==> config.mk <==
export PLATFORM = sky130hd
export DESIGN_NAME = lowp_decimator
export DESIGN_NICKNAME = d
export VERILOG_FILES = /design/src/rtl/lowp_pkg.sv /design/src/rtl/lowp_sync_fifo.sv /design/src/rtl/lowp_decimator.sv
export SDC_FILE = /design/constraint.sdc
export NUM_CORES = 1
export LEC_CHECK = 0
export BUFFER_PORTS_ARGS = -buffer_cell sky130_fd_sc_hd__buf_2
export CAP_MARGIN = 20
export CORE_ASPECT_RATIO = 0.9
export CORE_MARGIN = 8
export CORE_UTILIZATION = 45
export DETAILED_ROUTE_END_ITERATION = 12
export SLEW_MARGIN = 5
export SYNTH_ARGS = -nofsm -noshare
export SYNTH_HDL_FRONTEND = slang
export SYNTH_SLANG_ARGS = --single-unit
export TNS_END_PERCENT = 30
==> constraint.sdc <==
create_clock -name clock_in -period 6.13 [get_ports clock_in]
set_input_delay 0.613 -clock clock_in [delete_from_list [all_inputs] [get_ports clock_in]]
set_output_delay 0.613 -clock clock_in [all_outputs]
set_load 0.01 [all_outputs]
==> src/rtl/lowp_pkg.sv <==
// Shared definitions for the low-pass decimator: sample width and type,
// control state encoding and a constant-evaluable ceil(log2) helper.
package lowp_pkg;

    localparam int DATA_W = 28;

    typedef logic signed [DATA_W-1:0] sample_t;

    typedef enum logic {
        WARMUP = 1'b0,
        RUN    = 1'b1
    } state_t;

    function automatic int clog2(input int value);
        int result;
        int remaining;
        result    = 0;
        remaining = value - 1;
        while (remaining > 0) begin
            result++;
            remaining = remaining >> 1;
        end
        return result;
    endfunction

endpackage

==> src/rtl/lowp_sync_fifo.sv <==
// First-word-fall-through synchronous FIFO with occupancy output.
// The head entry is presented combinationally from the storage array; an empty FIFO reads as zero.
module lowp_sync_fifo
    import lowp_pkg::*;
#(
    parameter int WIDTH = 28,
    parameter int DEPTH = 16
) (
    input  logic                    clock_in,
    input  logic                    reset,
    input  logic                    push,
    input  logic [WIDTH-1:0]        push_data,
    input  logic                    pop,
    output logic [WIDTH-1:0]        rd_data,
    output logic                    empty,
    output logic                    full,
    output logic [clog2(DEPTH):0]   level
);

    localparam int AW = clog2(DEPTH);

    logic [WIDTH-1:0] mem [DEPTH];
    logic [AW-1:0]    wr_ptr_reg;
    logic [AW-1:0]    rd_ptr_reg;
    logic [AW:0]      level_reg;
    logic             do_push;
    logic             do_pop;

    assign empty   = (level_reg == '0);
    assign full    = (level_reg == (AW+1)'(DEPTH));
    assign do_pop  = pop && !empty;
    // A simultaneous pop frees the slot, so a push into a full FIFO is still taken.
    assign do_push = push && (!full || do_pop);
    assign level   = level_reg;
    assign rd_data = empty ? '0 : mem[rd_ptr_reg];

    always_ff @(posedge clock_in) begin
        if (do_push) begin
            mem[wr_ptr_reg] <= push_data;
        end
    end

    always_ff @(posedge clock_in) begin
        if (reset) begin
            wr_ptr_reg <= '0;
            rd_ptr_reg <= '0;
            level_reg  <= '0;
        end else begin
            if (do_push) begin
                wr_ptr_reg <= wr_ptr_reg + AW'(1);
            end
            if (do_pop) begin
                rd_ptr_reg <= rd_ptr_reg + AW'(1);
            end
            case ({do_push, do_pop})
                2'b10:   level_reg <= level_reg + (AW+1)'(1);
                2'b01:   level_reg <= level_reg - (AW+1)'(1);
                default: level_reg <= level_reg;
            endcase
        end
    end

endmodule

==> src/rtl/lowp_decimator.sv <==
// Discards the upstream filter's settling transient, then block-averages 2^k samples
// per output (floor shift) and queues results in a FWFT FIFO on a valid/ready stream.
module lowp_decimator
    import lowp_pkg::*;
#(
    parameter int DATA_W     = lowp_pkg::DATA_W,
    parameter int LOG2_RMAX  = 8,
    parameter int FIFO_DEPTH = 16,
    parameter int SETTLE     = 1024
) (
    input  logic                                 clock_in,
    input  logic                                 reset,
    input  logic                                 enable,
    input  logic signed [DATA_W-1:0]             signal_in,
    input  logic [3:0]                           decim_log2,
    output logic signed [DATA_W-1:0]             m_data,
    output logic                                 m_valid,
    input  logic                                 m_ready,
    output logic [lowp_pkg::clog2(FIFO_DEPTH):0] fifo_level,
    output logic                                 overflow,
    output logic                                 settled
);

    localparam int AW  = DATA_W + LOG2_RMAX;
    localparam int PW  = (LOG2_RMAX > 0) ? LOG2_RMAX : 1;
    localparam int WCW = clog2(SETTLE + 2);

    state_t                   state_reg;
    state_t                   state_next;
    logic [WCW-1:0]           warm_cnt_reg;
    logic [PW-1:0]            phase_reg;
    logic [3:0]               k_reg;
    logic [3:0]               k_clamped;
    logic [3:0]               k_cur;
    logic signed [AW-1:0]     acc_reg;
    logic signed [AW-1:0]     acc_base;
    logic signed [AW-1:0]     sample_ext;
    logic signed [AW-1:0]     sum;
    logic signed [DATA_W-1:0] result_reg;
    logic                     push_reg;
    logic                     overflow_reg;
    logic                     warm_done;
    logic                     block_last;
    logic                     fifo_empty;
    logic                     fifo_full;

    assign k_clamped  = (decim_log2 > 4'(LOG2_RMAX)) ? 4'(LOG2_RMAX) : decim_log2;
    // The first sample of a block uses the live k; the rest use the value latched with it.
    assign k_cur      = (phase_reg == '0) ? k_clamped : k_reg;
    assign block_last = (phase_reg == ((PW'(1) << k_cur) - PW'(1)));
    assign sample_ext = AW'(signal_in);
    assign acc_base   = (phase_reg == '0) ? '0 : acc_reg;
    assign sum        = acc_base + sample_ext;
    assign warm_done  = (SETTLE == 0) || (enable && (warm_cnt_reg == WCW'(SETTLE - 1)));

    always_ff @(posedge clock_in) begin
        if (reset) begin
            state_reg <= WARMUP;
        end else begin
            state_reg <= state_next;
        end
    end

    always_comb begin
        state_next = state_reg;
        case (state_reg)
            WARMUP:  if (warm_done) state_next = RUN;
            RUN:     state_next = RUN;
            default: state_next = WARMUP;
        endcase
    end

    always_ff @(posedge clock_in) begin
        if (reset) begin
            warm_cnt_reg <= '0;
            phase_reg    <= '0;
            k_reg        <= '0;
            acc_reg      <= '0;
            result_reg   <= '0;
            push_reg     <= 1'b0;
            overflow_reg <= 1'b0;
        end else begin
            push_reg <= 1'b0;
            if (state_reg == WARMUP) begin
                if (enable) begin
                    warm_cnt_reg <= warm_cnt_reg + WCW'(1);
                end
            end else if (enable) begin
                if (phase_reg == '0) begin
                    k_reg <= k_clamped;
                end
                acc_reg <= sum;
                if (block_last) begin
                    result_reg <= DATA_W'(sum >>> k_cur);
                    push_reg   <= 1'b1;
                    phase_reg  <= '0;
                end else begin
                    phase_reg <= phase_reg + PW'(1);
                end
            end
            // Full implies non-empty, so m_ready alone tells whether a pop frees a slot.
            if (push_reg && fifo_full && !m_ready) begin
                overflow_reg <= 1'b1;
            end
        end
    end

    lowp_sync_fifo #(
        .WIDTH (DATA_W),
        .DEPTH (FIFO_DEPTH)
    ) u_fifo (
        .clock_in  (clock_in),
        .reset     (reset),
        .push      (push_reg),
        .push_data (result_reg),
        .pop       (m_ready),
        .rd_data   (m_data),
        .empty     (fifo_empty),
        .full      (fifo_full),
        .level     (fifo_level)
    );

    assign m_valid  = !fifo_empty;
    assign overflow = overflow_reg;
    assign settled  = (state_reg == RUN);

endmodule

==> results of run 1 <==
[final timing paths]
check                           endpoint  slack (ps)
max reg2reg  result_reg[21]$_SDFFE_PP0P_         590
max          result_reg[21]$_SDFFE_PP0P_         590
min             acc_reg[29]$_SDFFE_PP0P_         410
min reg2reg      acc_reg[4]$_SDFFE_PP0P_         450
[cell type report]
cell class / count / area, um^2 / area share (%)
flip-flops and latches: 555 / 15600 / 53.6
multi-input cells: 1175 / 9890 / 33.9
clock buffers: 61 / 1420 / 4.87
well taps: 765 / 957 / 3.28
repair buffers: 107 / 653 / 2.24
clock inverters: 45 / 514 / 1.76
inverters: 25 / 98.8 / 0.339
[logic make-up (layout without fill, tap and decap cells)]
family,count (synthesis),after routing
simple gates,524,524
flops,555,555
buf+inv,136,238
fa+ha+maj,50,50
xor+xnor,56,56
mux,181,181
compound gates,364,364
[power breakdown]
part           switching, mW  internal [mW]  leakage, nW
Sequential           0.00127           4.01         6.00
Combinational          0.187         0.0942         3.94
Clock                   1.49           2.07        0.944
[per-layer routing]
layer	GRT usage, %	part of all wire, %
met1	27.9	45
met2	29.9	46
met3	3.16	7.2
met4	4.75	2.1
met5	0	0
[stage by stage]
| step | power (mW) | std cells | hold slack [ps] | util, % |
|---|---|---|---|---|
| global placement | 4.37 | 2627 | 438 | 47.7 |
| detailed placement | 4.37 | 2627 | 444 | 47.7 |
| floorplan | 4.29 | 1866 | 432 | - |
| finish | 7.85 | 2733 | 412 | 51.1 |
| global route | 8.10 | 2733 | 401 | 51.1 |
| CTS | 7.93 | 2733 | 367 | 51.1 |
[cells in the mapped netlist, drive strengths merged (4+ instances only)]
library cell and n:
edfxtp 448, mux2i 28, o32ai 9, nor2 159, or2 5, nor3b 6
a21o 20, a21boi 8, xor2 30, nand4 20, nand4b 4, ha 48
a21oi 115, a222oi 5, nor4 5, a211o 8, o211ai 12, xnor2 26
nor3 30, o21bai 9, a221o 5, o2111ai 5, a211oi 34, inv 24
dfxtp 107, buf 34, and3 14, o31ai 6, and4 4, o311ai 7
a32oi 4, and2 75, nand2 135, o21ai 62, mux4 142, a221oi 8
nand2b 12, o21a 7, mux2 11, clkbuf 77, nand3 22, or3 14
a31oi 9, a22oi 6, nand3b 5
==> impl_metrics.toml, run 1 <==
[finish]
layout_common_cells = "edfxtp_1, mux4_2, nor2_1, nand2_1, a21oi_1"
nFillCells = 4799
area_growth_pct = 12.4
final_common_cell = "edfxtp_1"
finish.instance_area_um2 = 29100
largest_reg_flops = 448
nets = 2006
drive_above_1_share_pct = 20.1
antenna_cells = 0

[yosys]
synth_edf_count = 448
syn-instance-count = 1866
async_reset_ff_share_pct = 0
muxShareOfSynthArea_pct = 13.9
synthDistinctLibCells = 87
synth_flop_cell = "edfxtp_1"
synth_top_area_share_pct = 51.9
ys_ff_latch = 555
seq_area_frac_synth_pct = 60.2
synth-xor-area-share_pct = 1.89
synth_compound_gate_area_share_pct = 9.30
synth_simple_gate_area_share_pct = 10.1
yosysTopAreaCell = "edfxtp_1"
synth_area_leaders = "edfxtp_1, mux4_2, dfxtp_1"
synth_fa_ha_area_share_pct = 2.47
synthesis.area_um2 = 25900
synth_top_family_by_area = "multiplexers"
synth_area_per_cell_um2 = 13.9
ys_warn_count = 0
syn-num-nets = 1952

[setup_path]
cp_num_buf_inv = 1
cp.depth = 17
regToRegStartpoint = "phase_reg[0]$_SDFFE_PP0P_"
slowest_stage = "a2111oi_0"
worst-setup-path-type = "register to register"
crit_arrival_ps = 6060
cp_cell_sequence = "inv_1 -> ha_1 -> nor4b_4 -> nand2_1 -> and2_1 -> ha_1 -> fa_1 -> a21o_1 -> a221oi_1 -> nor3_1 -> or3_1 -> and4_1 -> a211oi_2 -> nor2_1 -> a2111oi_0 -> o31ai_1 -> a31oi_1"
worst_ep_required_time_ps = 6650
crit_top_cell = "ha_1"
slowest_delay_ps = 580
crit_start = "phase_reg[0]$_SDFFE_PP0P_"
start_kind = "register"
cp_top_family = "simple AND/OR/NAND/NOR gates"
worst-r2r-cell-count = 17
path_max_fanout = 19
end_kind = "register"

[clock_network]
cts_tree = "yes"
cts_made_buffers = 56
postCtsHoldBufs = 0
cts_buffer_depth = 3
htreeDepth = 2
clock_sinks = 555
postCtsSetupRepairBufs = 0
clockRootBuffer = "clkbuf_16"
worstSkewPairLatency_ps = 640
clk_pin_slew_worst_paths_ps = 60
cts_resized = 0

[die]
rows = 83
die_y_um = 244
die-area_um2 = 65500
ios = 72
die_w_um = 269
start_util_pct = 45.5
core_um2 = 57000

[route]
wirelength_um = 63800
drt-pass1-iter-count = 6
postRouteAntennaNets = 0
avgViaCountPerCell = 5.95
drt-initial-drc-count = 1623
drc = 0
wl_per_cell_um = 23.3
vias = 16300

[placement]
gp_congestion = 0.907
portBuffers = 71
placed_area_um2 = 27200
pre_cts_slack_ps = 655
hpwl_um = 39000

[timing]
hold_viol = 0
finClkSkew_ps = 50.4
tns_ps = 0
period_share_pct = 90.3
relSlewSlack_pct = 25.1
min_period_ps = 5540
layout_setup_ws_ps = 593
tightest_slew_ps = 1120
setup_viol_count_final = 0
max_freq_mhz = 181
rsz0062_at_grt = "false"
report.final.slew_viol_count = 0

[global_routing]
grt-ovfl-total = 0
grt_pass1_wl_um = 97600
antenna_found_initial = 0
grt_pass1_vias = 16200
grt_use_total_pct = 19.2
grt_max_degree = 68

[run]
max-cap-violations = 0

[power_and_ir_drop]
powerDensity_nw_per_um2 = 269
ir_drop_uv = 230
p_leak_nw = 10.9

[hold_path]
holdPathStages = 2
min_from = "reset"
hp-class = "primary input to register"

[outcome]
status = "finished, final reports clean"
No activity file was read; power rests on OpenSTA's default activity.
==> run 2: changes to the inputs <==
--- a/config.mk
+++ b/config.mk
@@ -6,12 +6,12 @@
 export NUM_CORES = 1
 export LEC_CHECK = 0
 export BUFFER_PORTS_ARGS = -buffer_cell sky130_fd_sc_hd__buf_2
-export CAP_MARGIN = 20
+export CAP_MARGIN = 30
 export CORE_ASPECT_RATIO = 0.9
 export CORE_MARGIN = 8
 export CORE_UTILIZATION = 45
 export DETAILED_ROUTE_END_ITERATION = 12
-export SLEW_MARGIN = 5
+export SLEW_MARGIN = 40
 export SYNTH_ARGS = -nofsm -noshare
 export SYNTH_HDL_FRONTEND = slang
 export SYNTH_SLANG_ARGS = --single-unit
==> constraint.sdc (replaced) <==
create_clock -name clock_in -period 5.73 [get_ports clock_in]
set_input_delay 0.573 -clock clock_in [delete_from_list [all_inputs] [get_ports clock_in]]
set_output_delay 0.573 -clock clock_in [all_outputs]
set_load 0.01 [all_outputs]
==> impl_metrics.toml, run 2 (synthesis results as in run 1) <==
[finish]
finish.instance_area_um2 = 29100
largest_reg_flops = 448
fin_util_pct = 51.0
drive_above_1_share_pct = 19.9
nets = 2009
area_growth_pct = 12.3
nFillCells = 4829
layout_common_cells = "edfxtp_1, mux4_2, nor2_1, nand2_1, a21oi_1"
final_cells = 2735
antenna_cells = 0
final_common_cell = "edfxtp_1"

[route]
wl_per_cell_um = 23.7
postRouteAntennaNets = 0
vias = 16200
avgViaCountPerCell = 5.94
wirelength_um = 64700
drc = 0
drt-initial-drc-count = 1630
drt-pass1-iter-count = 7

[placement]
placed_cells = 2630
portBuffers = 71
hpwl_um = 40300
pre_cts_slack_ps = 696
gp_congestion = 0.883
placed_area_um2 = 27300

[die]
die_y_um = 244
die-area_um2 = 65500
die_w_um = 269
start_util_pct = 45.5
ios = 72
rows = 83
core_um2 = 57000

[power_and_ir_drop]
ir_drop_uv = 209
powerDensity_nw_per_um2 = 282
power_mw = 8.20
p_leak_nw = 10.8

[timing]
tns_ps = 0
hold_viol = 0
whs_ps = 397
setup_viol_count_final = 0
max_freq_mhz = 191
layout_setup_ws_ps = 501
tightest_slew_ps = 782
relSlewSlack_pct = 47.8
min_period_ps = 5230
finClkSkew_ps = 14.3
period_share_pct = 91.3
report.final.slew_viol_count = 0
rsz0062_at_grt = "false"

[global_routing]
grt_max_degree = 62
grt_pass1_vias = 16300
grt_use_total_pct = 19.7
grt-ovfl-total = 0
grt_pass1_wl_um = 99900
antenna_found_initial = 0

[setup_path]
r2r_slack_ps = 500
rr_endpoint = "result_reg[18]$_SDFFE_PP0P_"
worst-setup-path-type = "register to register"
end_kind = "register"
worst-r2r-cell-count = 17
start_kind = "register"
worst_ep_required_time_ps = 6230
crit_arrival_ps = 5730
crit_start = "phase_reg[0]$_SDFFE_PP0P_"
path_max_fanout = 44
regToRegStartpoint = "phase_reg[0]$_SDFFE_PP0P_"

[clock_network]
worstSkewPairLatency_ps = 610
clock_sinks = 555
clockRootBuffer = "clkbuf_16"
clk_pin_slew_worst_paths_ps = 60
htreeDepth = 2
cts_resized = 0
postCtsHoldBufs = 0
postCtsSetupRepairBufs = 0
cts_buffer_depth = 3
cts_made_buffers = 56
cts_tree = "yes"

[hold_path]
min_from = "signal_in[0]"
holdPathStages = 4
holdPathEnd = "acc_reg[0]$_SDFFE_PP0P_"
hp-class = "primary input to register"

[run]
max-cap-violations = 0

[outcome]
status = "finished, final reports clean"
## run 2: changes by cell type in the layout (fill, tap and decap cells not counted), sizes merged
cell,previous run,this run
clkbuf,61,68
clkinv,32,25
clkinvlp,3,6
buf,107,110
bufinv,9,5
## run 2: worst max-delay path by stage
stage	depth (start not counted)	end
after floorplan	19	result_reg[8]$_SDFFE_PP0P_
after global placement	17	result_reg[18]$_SDFFE_PP0P_
after detailed placement	18	result_reg[15]$_SDFFE_PP0P_
after CTS	17	result_reg[18]$_SDFFE_PP0P_
after global routing	17	result_reg[18]$_SDFFE_PP0P_
final	17	result_reg[18]$_SDFFE_PP0P_
## run 2: report_power, final
| group | leakage [nW] | internal [mW] | switching, mW | total [mW] |
|---|---|---|---|---|
| Clock | 0.863 | 2.04 | 1.57 | 3.61 |
| Sequential | 6.00 | 4.29 | 0.00153 | 4.29 |
| Combinational | 3.97 | 0.102 | 0.203 | 0.306 |
## run 2: per-layer routing
metal	vias up	global-route usage (%)	routed length (um)
met4	0	5.06	1260
li1	7396	-	-
met3	94	3.11	4170
met5	-	0	0
met1	8205	29.3	29800
met2	550	30.0	29500
## run 2: critical path: stages (launching register included)
cell	delay, ps
dfxtp_1	390
inv_1	90
ha_1	160
nor4b_4	300
nand2_1	150
buf_12	200
and2_1	180
ha_1	500
nand2_1	110
o21ai_0	470
a21boi_0	240
o21ai_0	620
o2111ai_1	240
nand3_1	200
xor2_1	160
a222oi_1	590
a221oi_1	160
a211o_1	300
## run 2: cell type report
cell class	count	area [um^2]	share of cell area (%)
Clock buffer	68	1450	4.97
Clock inverter	37	370	1.27
Inverter	25	98.8	0.340
Multi-Input combinational cell	1175	9900	34.0
Sequential cell	555	15600	53.6
Tap cell	765	957	3.29
Timing Repair Buffer	110	721	2.48
